### src/rtl/ex_pkg.sv
// Shared encodings for the execute stage: ALUOp values, opcode/funct constants,
// multiplier FSM states and the EX/MEM payload.
package ex_pkg;

  localparam int unsigned XLEN    = 32;
  localparam int unsigned MUL_CYC = 32;
  localparam int unsigned CNT_W   = $clog2(MUL_CYC);

  typedef enum logic [1:0] {
    ALU_ADD    = 2'b00,
    ALU_SUB    = 2'b01,
    ALU_RTYPE  = 2'b10,
    ALU_IARITH = 2'b11
  } aluop_e;

  localparam logic [6:0] OP_LOAD   = 7'b0000011;
  localparam logic [6:0] OP_STORE  = 7'b0100011;
  localparam logic [6:0] OP_IARITH = 7'b0010011;
  localparam logic [6:0] OP_BRANCH = 7'b1100011;
  localparam logic [6:0] OP_RTYPE  = 7'b0110011;

  localparam logic [2:0] F3_ADDSUB = 3'b000;
  localparam logic [2:0] F3_AND    = 3'b111;
  localparam logic [2:0] F3_OR     = 3'b110;

  localparam logic [6:0] F7_BASE = 7'b0000000;
  localparam logic [6:0] F7_SUB  = 7'b0100000;
  localparam logic [6:0] F7_MUL  = 7'b0000001;

  typedef enum logic [1:0] {
    IDLE = 2'd0,
    BUSY = 2'd1,
    DONE = 2'd2
  } mul_state_e;

  typedef struct packed {
    logic [XLEN-1:0] inst;
    logic [XLEN-1:0] result;
    logic            zero;
    logic [2:0]      mem;
    logic [1:0]      wb;
  } exmem_t;

  // Loads, stores and immediate arithmetic carry a 12-bit immediate that must be sign-extended.
  function automatic logic [XLEN-1:0] fix_b(input logic [6:0] opcode, input logic [XLEN-1:0] rt);
    if (opcode == OP_LOAD || opcode == OP_STORE || opcode == OP_IARITH)
      return {{(XLEN-12){rt[11]}}, rt[11:0]};
    return rt;
  endfunction

endpackage

### src/rtl/ex_stage_unit_if.sv
// ID/EX input bundle and EX/MEM output bundle of the execute stage.
interface ex_stage_unit_if;
  import ex_pkg::*;

  logic [XLEN-1:0] inst_i;
  logic [XLEN-1:0] RSdata_i;
  logic [XLEN-1:0] RTdata_i;
  logic [1:0]      EX_signal_i;
  logic [2:0]      MEM_signal_i;
  logic [1:0]      WB_signal_i;
  logic            stall_o;
  logic [XLEN-1:0] inst_o;
  logic [XLEN-1:0] ALUresult_o;
  logic            zero_o;
  logic [2:0]      MEM_signal_o;
  logic [1:0]      WB_signal_o;

  modport master (
    output inst_i, RSdata_i, RTdata_i, EX_signal_i, MEM_signal_i, WB_signal_i,
    input  stall_o, inst_o, ALUresult_o, zero_o, MEM_signal_o, WB_signal_o
  );

  modport slave (
    input  inst_i, RSdata_i, RTdata_i, EX_signal_i, MEM_signal_i, WB_signal_i,
    output stall_o, inst_o, ALUresult_o, zero_o, MEM_signal_o, WB_signal_o
  );

endinterface

### src/rtl/ex_mul_iter.sv
// Iterative shift-add multiplier: one bit of B per cycle, low XLEN bits of the product.
module ex_mul_iter
  import ex_pkg::*;
(
  input  logic            clk_i,
  input  logic            rst_i,
  input  logic            start_i,
  input  logic [XLEN-1:0] a_i,
  input  logic [XLEN-1:0] b_i,
  output logic            busy_o,
  output logic            done_o,
  output logic [XLEN-1:0] prod_o
);

  mul_state_e       state_q, state_d;
  logic [XLEN-1:0]  a_q, a_d, b_q, b_d, acc_q, acc_d;
  logic [CNT_W-1:0] cnt_q, cnt_d;

  always_ff @(posedge clk_i) begin
    if (!rst_i) begin
      state_q <= IDLE;
      a_q     <= '0;
      b_q     <= '0;
      acc_q   <= '0;
      cnt_q   <= '0;
    end else begin
      state_q <= state_d;
      a_q     <= a_d;
      b_q     <= b_d;
      acc_q   <= acc_d;
      cnt_q   <= cnt_d;
    end
  end

  always_comb begin
    state_d = state_q;
    a_d     = a_q;
    b_d     = b_q;
    acc_d   = acc_q;
    cnt_d   = cnt_q;
    case (state_q)
      IDLE: begin
        if (start_i) begin
          a_d     = a_i;
          b_d     = b_i;
          acc_d   = '0;
          cnt_d   = '0;
          state_d = BUSY;
        end
      end
      BUSY: begin
        if (b_q[cnt_q]) acc_d = acc_q + (a_q << cnt_q);
        cnt_d = cnt_q + CNT_W'(1);
        if (cnt_q == CNT_W'(MUL_CYC - 1)) state_d = DONE;
      end
      DONE:    state_d = IDLE;
      default: state_d = IDLE;
    endcase
  end

  assign busy_o = (state_q == BUSY);
  assign done_o = (state_q == DONE);
  assign prod_o = acc_q;

endmodule

### src/rtl/ex_stage_unit.sv
// Execute stage with EX/MEM register; single-cycle ALU, optional iterative MUL when
// EX_MUL_EN is defined (otherwise the MUL encoding yields 0 with no stall).
module ex_stage_unit
  import ex_pkg::*;
(
  input  logic           clk_i,
  input  logic           rst_i,
  ex_stage_unit_if.slave bus
);

  logic [6:0]      opcode, funct7;
  logic [2:0]      funct3;
  aluop_e          aluop;
  logic [XLEN-1:0] op_a, op_b, alu_res, res_c;
  logic            stall_c;
  exmem_t          exmem_d, exmem_q;

  assign opcode = bus.inst_i[6:0];
  assign funct3 = bus.inst_i[14:12];
  assign funct7 = bus.inst_i[31:25];
  assign aluop  = aluop_e'(bus.EX_signal_i);
  assign op_a   = bus.RSdata_i;
  assign op_b   = fix_b(opcode, bus.RTdata_i);

  // Single-cycle ALU; unknown R-type combinations (and MUL) produce 0 here.
  always_comb begin
    alu_res = '0;
    case (aluop)
      ALU_ADD, ALU_IARITH: alu_res = op_a + op_b;
      ALU_SUB:             alu_res = op_a + ~op_b + XLEN'(1);
      ALU_RTYPE: begin
        if (funct3 == F3_AND)                                alu_res = op_a & op_b;
        else if (funct3 == F3_OR)                            alu_res = op_a | op_b;
        else if (funct3 == F3_ADDSUB && funct7 == F7_BASE)   alu_res = op_a + op_b;
        else if (funct3 == F3_ADDSUB && funct7 == F7_SUB)    alu_res = op_a + ~op_b + XLEN'(1);
      end
      default: alu_res = '0;
    endcase
  end

`ifdef EX_MUL_EN
  logic            is_mul, mul_busy, mul_done;
  logic [XLEN-1:0] mul_prod;

  assign is_mul = (aluop == ALU_RTYPE) && (funct3 == F3_ADDSUB) && (funct7 == F7_MUL);

  ex_mul_iter u_mul (
    .clk_i   (clk_i),
    .rst_i   (rst_i),
    .start_i (is_mul),
    .a_i     (op_a),
    .b_i     (op_b),
    .busy_o  (mul_busy),
    .done_o  (mul_done),
    .prod_o  (mul_prod)
  );

  // Stall covers the issuing IDLE cycle and every BUSY cycle; DONE lets ID/EX advance.
  assign stall_c = rst_i && (mul_busy || (is_mul && !mul_done));
  assign res_c   = mul_done ? mul_prod : alu_res;
`else
  assign stall_c = 1'b0;
  assign res_c   = alu_res;
`endif

  always_comb begin
    exmem_d = '{inst: bus.inst_i, result: res_c, zero: (res_c == '0),
                mem: bus.MEM_signal_i, wb: bus.WB_signal_i};
    if (stall_c) exmem_d = '{inst: '0, result: '0, zero: 1'b1, mem: '0, wb: '0};
  end

  always_ff @(posedge clk_i) begin
    if (!rst_i) exmem_q <= '0;
    else        exmem_q <= exmem_d;
  end

  assign bus.stall_o      = stall_c;
  assign bus.inst_o       = exmem_q.inst;
  assign bus.ALUresult_o  = exmem_q.result;
  assign bus.zero_o       = exmem_q.zero;
  assign bus.MEM_signal_o = exmem_q.mem;
  assign bus.WB_signal_o  = exmem_q.wb;

endmodule

### src/flat_wrapper.sv
// flat-port wrapper written by rule: the top's interface ports become plain ports
module ex_stage_unit_flat import ex_pkg::*;
  (clk_i, rst_i, bus_inst_i, bus_RSdata_i, bus_RTdata_i, bus_EX_signal_i, bus_MEM_signal_i, bus_WB_signal_i, bus_stall_o, bus_inst_o, bus_ALUresult_o, bus_zero_o, bus_MEM_signal_o, bus_WB_signal_o);
  ex_stage_unit_if bus_i ();
  input  logic clk_i;
  input  logic rst_i;
  input wire logic [$bits(bus_i.inst_i)-1:0] bus_inst_i;
  input wire logic [$bits(bus_i.RSdata_i)-1:0] bus_RSdata_i;
  input wire logic [$bits(bus_i.RTdata_i)-1:0] bus_RTdata_i;
  input wire logic [$bits(bus_i.EX_signal_i)-1:0] bus_EX_signal_i;
  input wire logic [$bits(bus_i.MEM_signal_i)-1:0] bus_MEM_signal_i;
  input wire logic [$bits(bus_i.WB_signal_i)-1:0] bus_WB_signal_i;
  output wire logic [$bits(bus_i.stall_o)-1:0] bus_stall_o;
  output wire logic [$bits(bus_i.inst_o)-1:0] bus_inst_o;
  output wire logic [$bits(bus_i.ALUresult_o)-1:0] bus_ALUresult_o;
  output wire logic [$bits(bus_i.zero_o)-1:0] bus_zero_o;
  output wire logic [$bits(bus_i.MEM_signal_o)-1:0] bus_MEM_signal_o;
  output wire logic [$bits(bus_i.WB_signal_o)-1:0] bus_WB_signal_o;
  assign bus_i.inst_i = bus_inst_i;
  assign bus_i.RSdata_i = bus_RSdata_i;
  assign bus_i.RTdata_i = bus_RTdata_i;
  assign bus_i.EX_signal_i = bus_EX_signal_i;
  assign bus_i.MEM_signal_i = bus_MEM_signal_i;
  assign bus_i.WB_signal_i = bus_WB_signal_i;
  assign bus_stall_o = bus_i.stall_o;
  assign bus_inst_o = bus_i.inst_o;
  assign bus_ALUresult_o = bus_i.ALUresult_o;
  assign bus_zero_o = bus_i.zero_o;
  assign bus_MEM_signal_o = bus_i.MEM_signal_o;
  assign bus_WB_signal_o = bus_i.WB_signal_o;
  ex_stage_unit u_core (.clk_i(clk_i), .rst_i(rst_i), .bus(bus_i));
endmodule
### config.mk
export PLATFORM = sky130hd
export DESIGN_NAME = ex_stage_unit_flat
export DESIGN_NICKNAME = d
export VERILOG_FILES = /design/src/rtl/ex_pkg.sv /design/src/rtl/ex_stage_unit_if.sv /design/src/rtl/ex_mul_iter.sv /design/src/rtl/ex_stage_unit.sv /design/src/flat_wrapper.sv
export SDC_FILE = /design/constraint.sdc
export NUM_CORES = 1
export LEC_CHECK = 0
export ABC_AREA = 1
export BUFFER_PORTS_ARGS = -buffer_cell sky130_fd_sc_hd__buf_4
export CORE_ASPECT_RATIO = 1.4
export CORE_MARGIN = 1.5
export CORE_UTILIZATION = 45
export CTS_BUF_LIST = sky130_fd_sc_hd__clkbuf_8
export DETAILED_ROUTE_END_ITERATION = 8
export PLACE_DENSITY = 0.68
export SLEW_MARGIN = 20
export SYNTH_ARGS = -nofsm -noshare
export SYNTH_HDL_FRONTEND = slang
export SYNTH_SLANG_ARGS = --single-unit
### constraint.sdc
create_clock -name clk_i -period 5.3 [get_ports clk_i]
set_input_delay 0.795 -clock clk_i [delete_from_list [all_inputs] [get_ports clk_i]]
set_output_delay 0.795 -clock clk_i [all_outputs]
set_load 0.05 [all_outputs]
==> out/metrics.csv, run 1 <==
metric,value,unit
GP Congestion,1.11,
largest net degree at the start of global routing,40,
CTS Sinks,70,
Num CTS Buffers,9,
CTS tree,done,
cts repair resizes,0,
fin cells,2078,
# setup viols final,0,
Hold Crit Start,bus_inst_i[11],
Synth Flop Type,dfxtp_1,
wire per inst,18.5,um
root buf cell,clkbuf_8,
yosys synthesis warning count,0,
antenna diode count,0,
CP required,5.57,ns
global-route wire length before repair,56200,um
Die Area,0.0211,sq mm
Layout Nets,2026,
Cells after Synth,1676,
Post-Synthesis Cell Area,0.00910,sq mm
Peak supply drop,0.148,mV
Async SR Flop Fraction,0,
num ports,176,
Clock H-tree levels,3,
CTS max path bufs,2,
Sw Ratio,0.481,
Mean Syn Cell Area,5.43,sq um
I/O Buffers,174,
"Area growth, synth to finish",18.4,%
CTS Hold Bufs,0,
setup_tns,0,ns
Initial Util,0.458,
Clock Power Share,0.180,
std cell rows,61,
Starting DRT DRC Count,898,
DP HPWL,31500,um
largest fanout on the critical path,20,
DR DRC count,0,
vias in the first global route,10300,
P_int,1.14,mW
FILL cells,2146,
clock-pin slew of the registers on the worst-case setup and hold paths,0.07,ns
FF+latch area,0.00140,sq mm
area of the multi-input gates,0.00623,sq mm
post-CTS setup buffers,0,
Setup CP Type,input pin to flop,
ANT nets after route,0,
via-per-instance ratio,5.32,
unrepaired setup endpoints after global routing,false,
layout cell share with drive strength beyond 1,0.131,
number of synthesized flops with an enable pin,0,
dpl cells,2063,
distinct cell type count after synthesis,41,
syn nets,1880,
core area,0.0198,sq mm
crit path from,bus_inst_i[3],
Logic pwr share,0.554,
Die Y,171,um
vias,11100,
"commonest non-fill, non-tap cells in the layout","555 x nand2_1, 317 x inv_1, 190 x buf_4",
endpoints failing hold,0,
status,"complete, no violations",
Slew headroom,0.334,
met3 WL,2450,um
worst hold path class,input pin to flop,
Power Dens Cells,204,mW/mm^2
Synth Register Bits,70,
Detail Route met2 WL,18500,um
switching pwr,1.05,mW
Metal-1 WL,13600,um
max cap viols,0,
minimum clock period,4.01,ns
DIE WIDTH,123,um
Worst EP arrival,4.28,ns
register area share after synthesis,0.154,
Slew @ Worst Pin,0.989,ns
total grt overflow,0,
DRT Pass-1 Iters,8,
initial antenna violation count,0,
DRT Wirelength,38500,um
"most common cell after layout, fill and taps aside",nand2_1,
Fmax achieved,249,MHz
final hold slack,0.630,ns
highest routed layer,met4,
element type at the critical path start,input pin,
P_leak,6.49,nW
Max Slew Vio Count,0,
total power draw,2.19,mW
final worst-path cycle share,0.757,
share of power burned in registers,0.265,
crit end category,flop,
gr usage total,0.360,
path summary, 6_finish.rpt:
kind,cells past startpoint,to
worst max-delay path,22,u_core.bus.zero_o$_SDFF_PN0_
worst min-delay path,3,u_core.bus.inst_o[11]$_SDFF_PN0_
cells by family after synthesis:
group | count (synthesis) | share of synthesized area
AO/OA/AOI/OAI | 176 | 0.109
XOR/XNOR | 9 | 0.00867
adder cells (fa/ha/maj) | 99 | 0.138
buffers and inverters | 380 | 0.163
flip-flops | 70 | 0.154
other | 1 | 0.000412
AND/OR/NAND/NOR | 941 | 0.428
power by group through the flow:
| stage | Clock (mW) | Sequential, mW | Combinational (mW) |
|---|---|---|---|
| 2_1_floorplan | 0 | 0.748 | 0.625 |
| 3_3_place_gp | 0 | 0.593 | 1.18 |
| 3_5_place_dp | 0 | 0.594 | 1.18 |
| 4_1_cts | 0.403 | 0.582 | 1.19 |
| 5_1_grt | 0.426 | 0.585 | 1.32 |
| 6_report | 0.395 | 0.582 | 1.22 |
per-layer routing:
layer	vias up	global-route usage
met3	186	0.0421
met2	502	0.623
met5	-	0
met1	4930	0.384
met4	0	0.307
li1	5447	-
state kept, by name, indices dropped and copies added, names as in the netlist:
register and count:
u_core.bus.zero_o 1, u_core.bus.WB_signal_o 2, u_core.bus.inst_o 32, u_core.bus.MEM_signal_o 3, u_core.bus.ALUresult_o 32
cell usage after synthesis (all sizes together), types with 2 or more instances:
library cell,number,share of area
a221oi,6,0.0058
o21ai,50,0.028
dfxtp,70,0.15
a211oi,3,0.0025
clkinv,2,0.00083
nor2,173,0.076
nand3b,3,0.0025
xor2,9,0.0087
ha,97,0.13
o21bai,12,0.0099
clkbuf,19,0.0078
a21oi,90,0.051
nor3,16,0.010
o2111ai,4,0.0039
inv,323,0.13
nand2,559,0.23
a31oi,5,0.0034
nand3,170,0.094
buf,36,0.021
or2,4,0.0028
fa,2,0.0044
nand4,13,0.0089
critical path, cell delays in order:
cell and delay (ns):
buf_4 0.11, nor2_1 0.10, nand3_1 0.10, a211oi_2 0.22, buf_4 0.30, o21ai_0 0.23, ha_1 0.49, nor2_1 0.28
nand2_1 0.15, nor2_1 0.25, nand3_1 0.16, nand3_1 0.12, nand2_1 0.07, nand3_1 0.07, nand3_1 0.07, nand2_1 0.06
nand2_1 0.15, nand2_1 0.13, nand2_1 0.07, nor2_1 0.10, nand3_1 0.08, nor3_2 0.15
cell type report:
class / instances / share of cell area
Clock buffer: 9 / 0.0115
Clock inverter: 6 / 0.00534
Tap cell: 252 / 0.0293
Multi-Input combinational cell: 1226 / 0.578
Timing Repair Buffer: 190 / 0.132
Sequential cell: 70 / 0.130
Inverter: 325 / 0.113
metrics by stage:
stage | utilization | cell area (sq um) | worst slack (ns)
floorplan | - | 9100 | 1.87
global route | 0.543 | 10800 | 0.967
global placement | 0.534 | 10600 | 1.03
detailed placement | 0.534 | 10600 | 1.02
CTS | 0.543 | 10800 | 1.35
finish | 0.543 | 10800 | 1.29
Power figures use the tool's default switching activity.
==> run 2: changes to the inputs <==
--- a/config.mk
+++ b/config.mk
@@ -12,7 +12,7 @@
 export CORE_UTILIZATION = 45
 export CTS_BUF_LIST = sky130_fd_sc_hd__clkbuf_8
 export DETAILED_ROUTE_END_ITERATION = 8
-export PLACE_DENSITY = 0.68
+export PLACE_DENSITY = 0.71
 export SLEW_MARGIN = 20
 export SYNTH_ARGS = -nofsm -noshare
 export SYNTH_HDL_FRONTEND = slang
==> constraint.sdc (replaced) <==
create_clock -name clk_i -period 3.4 [get_ports clk_i]
set_input_delay 0.51 -clock clk_i [delete_from_list [all_inputs] [get_ports clk_i]]
set_output_delay 0.51 -clock clk_i [all_outputs]
set_load 0.05 [all_outputs]
==> run 2 against run 1 <==
  * Sequential power up 56%
  * First-iteration DRC count down 1.3%
  * Cell count up 12%
  * Combinational power up 110%
  * Final area up 28%
  * Critical path depth up 3
  * Sequential share of layout area down 2.8 points
  * Die area unchanged
  * Sequential cell count unchanged
  * Wire length up 11%
  * Hold slack worse by 0.30 ns
  * Clock power up 94%
  * Largest cell class unchanged
  * Largest power group unchanged
  * Highest routed layer unchanged
==> out/metrics.csv, run 2 (synthesis results as in run 1) <==
metric,value,unit,change
max cap viols,0,,unchanged
Starting DRT DRC Count,886,,-1.3%
total grt overflow,0,,unchanged
DIE WIDTH,123,um,unchanged
CTS Sinks,70,,unchanged
Fmax achieved,301,MHz,
CTS tree,done,,
core area,0.0198,sq mm,unchanged
Num CTS Buffers,9,,unchanged
slowest CP cell,ha_4,,
"most common cell after layout, fill and taps aside",nand2_1,,
DR DRC count,0,,unchanged
P_leak,7.90,nW,+22%
final hold slack,0.334,ns,-0.296 ns
"commonest non-fill, non-tap cells in the layout","500 x nand2_1, 422 x buf_4, 308 x inv_1",,
Layout Nets,2276,,+12%
Peak supply drop,0.265,mV,+78%
critical path's largest stage delay,0.30,ns,-0.19 ns
ANT nets after route,0,,unchanged
met1 GRT Util,0.418,,+0.0343
GP Congestion,0.995,,-10%
CP required,3.67,ns,-1.90 ns
"Area growth, synth to finish",51.2,%,
Power Dens Cells,306,mW/mm^2,+51%
# setup viols final,0,,unchanged
Die Y,171,um,unchanged
root buf cell,clkbuf_8,,
status,"complete, no violations",,
worst hold path class,input pin to flop,,
via-per-instance ratio,5.26,,-1.2%
Clock H-tree levels,3,,unchanged
vias,12300,,+11%
endpoints failing hold,0,,unchanged
Max Slew Vio Count,0,,unchanged
fin cells,2329,,+12%
grt peak-use layer,met2,,
num ports,176,,unchanged
layout cell share with drive strength beyond 1,0.329,,+0.198
std cell rows,61,,unchanged
met2 usage,0.701,,+0.0773
I/O Buffers,174,,unchanged
clock-pin slew of the registers on the worst-case setup and hold paths,0.09,ns,+0.02 ns
Initial Util,0.458,,unchanged
element type at the critical path start,input pin,,
global-route wire length before repair,62200,um,+11%
DP HPWL,34000,um,+8.1%
met3 Track Usage GR,0.0477,,+0.00564
dpl cells,2273,,+10%
initial antenna violation count,0,,unchanged
gr usage total,0.393,,+0.0327
largest fanout on the critical path,6,,-70%
DRT Pass-1 Iters,5,,-3
Worst EP arrival,3.59,ns,-0.69 ns
antenna diode count,0,,unchanged
minimum clock period,3.32,ns,
Slew @ Worst Pin,0.960,ns,-0.0289 ns
DRT Wirelength,42600,um,+11%
wire per inst,18.3,um,-1.2%
largest net degree at the start of global routing,40,,unchanged
final worst-path cycle share,0.976,,
Slew headroom,0.359,,+0.0255
Die Area,0.0211,sq mm,unchanged
Setup CP Type,input pin to flop,,
crit-path most repeated cell,nand3_1,,
vias in the first global route,11700,,+14%
crit end category,flop,,
CTS max path bufs,2,,unchanged
==> run 2: report_power, final <==
part | internal, mW | switching, mW
logic | 0.987 | 1.55
registers | 0.888 | 0.0206
clock network | 0.422 | 0.346
==> run 2: stage by stage <==
stage	util	setup WS (ns)	cell area, sq um	total power [mW]	TNS [ns]
3_5_place_dp	0.613	-0.624	12200	3.12	-6.34
4_1_cts	0.663	0.00284	13200	4.04	0
6_report	0.693	0.0809	13800	4.21	0
3_3_place_gp	0.613	-0.629	12200	3.11	-6.20
2_1_floorplan	-	0.254	9100	2.14	0
5_1_grt	0.693	-0.0124	13800	4.44	-0.0124
==> run 2: path summary, 6_finish.rpt <==
check,cells after the start,end,start
hold / removal,3,u_core.bus.MEM_signal_o[0]$_SDFF_PN0_,bus_MEM_signal_i[0]
setup / recovery,25,u_core.bus.zero_o$_SDFF_PN0_,bus_inst_i[3]
==> run 2: repair_timing <==
item                                    4_1_cts  5_1_grt
endpoints found under the setup margin        9       15
pin swaps                                    54       62
setup buffers                                32       12
cloned                                        1        1
resized for setup                           144      138
hold buffers                                  0        0
==> run 2: layer usage <==
metal  wire, um  share of wire  vias up
met3       2590          0.061      178
met4       3810          0.089        0
li1           -              -     5947
met5          0              0        -
met2      20900           0.49      536
met1      15300           0.36     5591
==> run 2: layout make-up <==
class	instances	area, sq um
inverter	325	1230
tap	252	315
clock buffer	9	124
clock inverter	7	103
sequential	70	1400
fill	1838	6090
timing repair buffer	440	3410
multi-input combinational	1226	7170
==> run 2: worst max-delay path, delay by kind of cell <==
| kind | cells | cell delay [ns] |
|---|---|---|
| AOI/OAI and AO/OA | 5 | 0.84 |
| and+or+nand+nor | 12 | 0.93 |
| adders and majority gates | 1 | 0.30 |
| buffers and inverters | 7 | 1.00 |
==> run 3: changes to the inputs <==
--- a/config.mk
+++ b/config.mk
@@ -12,7 +12,7 @@
 export CORE_UTILIZATION = 45
 export CTS_BUF_LIST = sky130_fd_sc_hd__clkbuf_8
 export DETAILED_ROUTE_END_ITERATION = 8
-export PLACE_DENSITY = 0.71
+export PLACE_DENSITY = 0.7
 export SLEW_MARGIN = 20
 export SYNTH_ARGS = -nofsm -noshare
 export SYNTH_HDL_FRONTEND = slang
==> constraint.sdc (replaced) <==
create_clock -name clk_i -period 3.4 [get_ports clk_i]
set_input_delay 1.02 -clock clk_i [delete_from_list [all_inputs] [get_ports clk_i]]
set_output_delay 1.02 -clock clk_i [all_outputs]
set_load 0.05 [all_outputs]
==> run 3 against run 2 <==
  * The flow now finishes with violations (negative setup slack)
  * Combinational power grew 7%
  * Hold slack gained 0.51 ns
  * Sequential share of layout area shrank 0.54 points
  * Sequential power is essentially flat
  * Final area grew 5.5%
  * Via count grew 2.8%
  * Clock-buffer cell count is the same
  * Cell count grew 2.0%
  * Fmax shrank 14%
  * Die area is the same
  * Core utilization grew 3.8 points
  * Critical endpoint unchanged
  * Largest power group unchanged
==> out/metrics.csv, run 3 (synthesis results as in run 1) <==
metric,value,unit,change
status,"complete, but fails checks",,
failing checks,negative setup slack,,
worst hold path class,input pin to flop,,
Sw Ratio,0.455,,about the same
clock-pin slew of the registers on the worst-case setup and hold paths,0.08,ns,about the same
unrepaired setup endpoints after global routing,true,,
Die Area,0.0211,sq mm,unchanged
Layout Nets,2323,,+2.1%
vias,12600,,+2.8%
Power Dens Cells,302,mW/mm^2,-1.3%
CTS Sinks,70,,unchanged
std cell rows,61,,unchanged
Clock Power Share,0.175,,-0.007
CTS Hold Bufs,0,,unchanged
DRT Pass-1 Iters,5,,unchanged
DP HPWL,34900,um,+2.6%
fin cells,2376,,+2.0%
"Design Area, Final",0.0145,sq mm,+5.5%
share of power burned in registers,0.207,,-0.009
P_int,2.39,mW,+4.1%
Setup CP Type,input pin to flop,,
P_leak,8.22,nW,+4.1%
CP required,3.64,ns,-0.03 ns
gr usage total,0.401,,+0.00860
antenna diode count,0,,unchanged
vias in the first global route,11800,,+0.36%
Worst EP arrival,4.10,ns,+0.51 ns
final worst-path cycle share,1.13,,+0.159
DIE WIDTH,123,um,unchanged
Die Y,171,um,unchanged
Area after DPL,0.0128,sq mm,+4.9%
Clock H-tree levels,3,,unchanged
dpl cells,2336,,+2.8%
via-per-instance ratio,5.30,,+0.75%
worst setup margin,-0.458,ns,-0.539 ns
Peak supply drop,0.259,mV,-2.2%
crit end category,flop,,
CTS tree,done,,
core area,0.0198,sq mm,unchanged
I/O Buffers,174,,unchanged
Num CTS Buffers,9,,unchanged
# setup viols final,20,,+20
num ports,176,,unchanged
max cap viols,0,,unchanged
minimum clock period,3.86,ns,+0.539 ns
wire per inst,18.8,um,+2.7%
largest fanout on the critical path,8,,+2
FILL cells,1732,,-5.8%
Slew @ Worst Pin,0.858,ns,-0.102 ns
total grt overflow,0,,unchanged
"most common cell after layout, fill and taps aside",nand2_1,,
global-route wire length before repair,62700,um,+0.70%
endpoints failing hold,0,,unchanged
largest net degree at the start of global routing,40,,unchanged
Initial Util,0.458,,unchanged
"Area growth, synth to finish",59.5,%,
Fmax achieved,259,MHz,-14%
DR DRC count,0,,unchanged
GP Congestion,1.01,,+1.4%
Slew headroom,0.427,,+0.0678
Starting DRT DRC Count,821,,-7.3%
layout cell share with drive strength beyond 1,0.376,,+0.0473
ANT nets after route,0,,unchanged
element type at the critical path start,input pin,,
CTS max path bufs,2,,unchanged
Max Slew Vio Count,0,,unchanged
Logic pwr share,0.618,,+0.016
"commonest non-fill, non-tap cells in the layout","476 x nand2_1, 462 x buf_4, 294 x inv_1",,
switching pwr,2.00,mW,+4.2%
root buf cell,clkbuf_8,,
DRT Wirelength,44600,um,+4.8%
initial antenna violation count,1,,+1
run 3: cell types whose count changed in the layout (fill, tap and decap cells not counted), sizes merged:
cell,change
clkbuf,-1
buf,+48
run 3: timing repair:
item,in CTS,in global routing
gates resized for setup,57,298
pin swaps,4,85
setup endpoints to repair,20,20
endpoints found under the hold margin,0,0
buffers inserted,4,22
run 3: power by group through the flow:
stage	registers, mW	logic, mW	clock network, mW
floorplan	1.17	0.980	0
global placement	0.925	2.28	0
detailed placement	0.926	2.30	0
CTS	0.907	2.36	0.782
global route	0.913	2.89	0.820
finish	0.907	2.71	0.770
run 3: worst paths after layout:
check                          startpoint                                    end  depth (start not counted)
worst max-delay path        bus_inst_i[2]           u_core.bus.zero_o$_SDFF_PN0_                         23
worst min-delay path  bus_MEM_signal_i[1]  u_core.bus.MEM_signal_o[1]$_SDFF_PN0_                          3
run 3: cell type report:
| type | instances | area [sq um] | area share |
|---|---|---|---|
| Clock buffer | 9 | 124 | 0.00854 |
| Timing Repair Buffer | 487 | 3830 | 0.264 |
| Tap cell | 252 | 315 | 0.0217 |
| Inverter | 325 | 1230 | 0.0847 |
| Multi-Input combinational cell | 1226 | 7510 | 0.517 |
| Clock inverter | 7 | 105 | 0.00724 |
| Sequential cell | 70 | 1400 | 0.0966 |
run 3: routing by layer:
metal  track usage  part of all wire  up-vias
met2         0.712              0.49      600
met5             0           0.00029        -
met3        0.0570             0.066      261
met4         0.344              0.12        2
met1         0.406              0.33     5693
li1              -                 -     6037
run 3: critical path, stage by stage:
cell and delay [ns]:
buf_6 0.10, nor2_4 0.09, nand3_2 0.10, a211oi_4 0.30, buf_12 0.20, buf_8 0.12, o21ai_4 0.06, ha_4 0.36
inv_4 0.06, a21oi_4 0.29, nand2_2 0.13, a21oi_2 0.22, nand2_2 0.12, nand2_1 0.13, nand2_1 0.07, nand2_1 0.08
nand3_1 0.08, nand3_1 0.10, nand2_1 0.06, a21boi_2 0.22, nor2_2 0.06, nand3_2 0.06, nor3_2 0.03
run 3: stage by stage:
stage,power [mW],setup TNS [ns],util,setup WS (ns),hold WS (ns)
2_1_floorplan,2.15,-0.0957,-,-0.0957,1.11
3_3_place_gp,3.20,-15.13,0.643,-1.01,1.20
3_5_place_dp,3.23,-15.18,0.643,-1.00,1.21
4_1_cts,4.05,-4.58,0.667,-0.477,0.833
5_1_grt,4.62,-7.67,0.731,-0.638,0.841
6_report,4.39,-4.62,0.731,-0.458,0.848
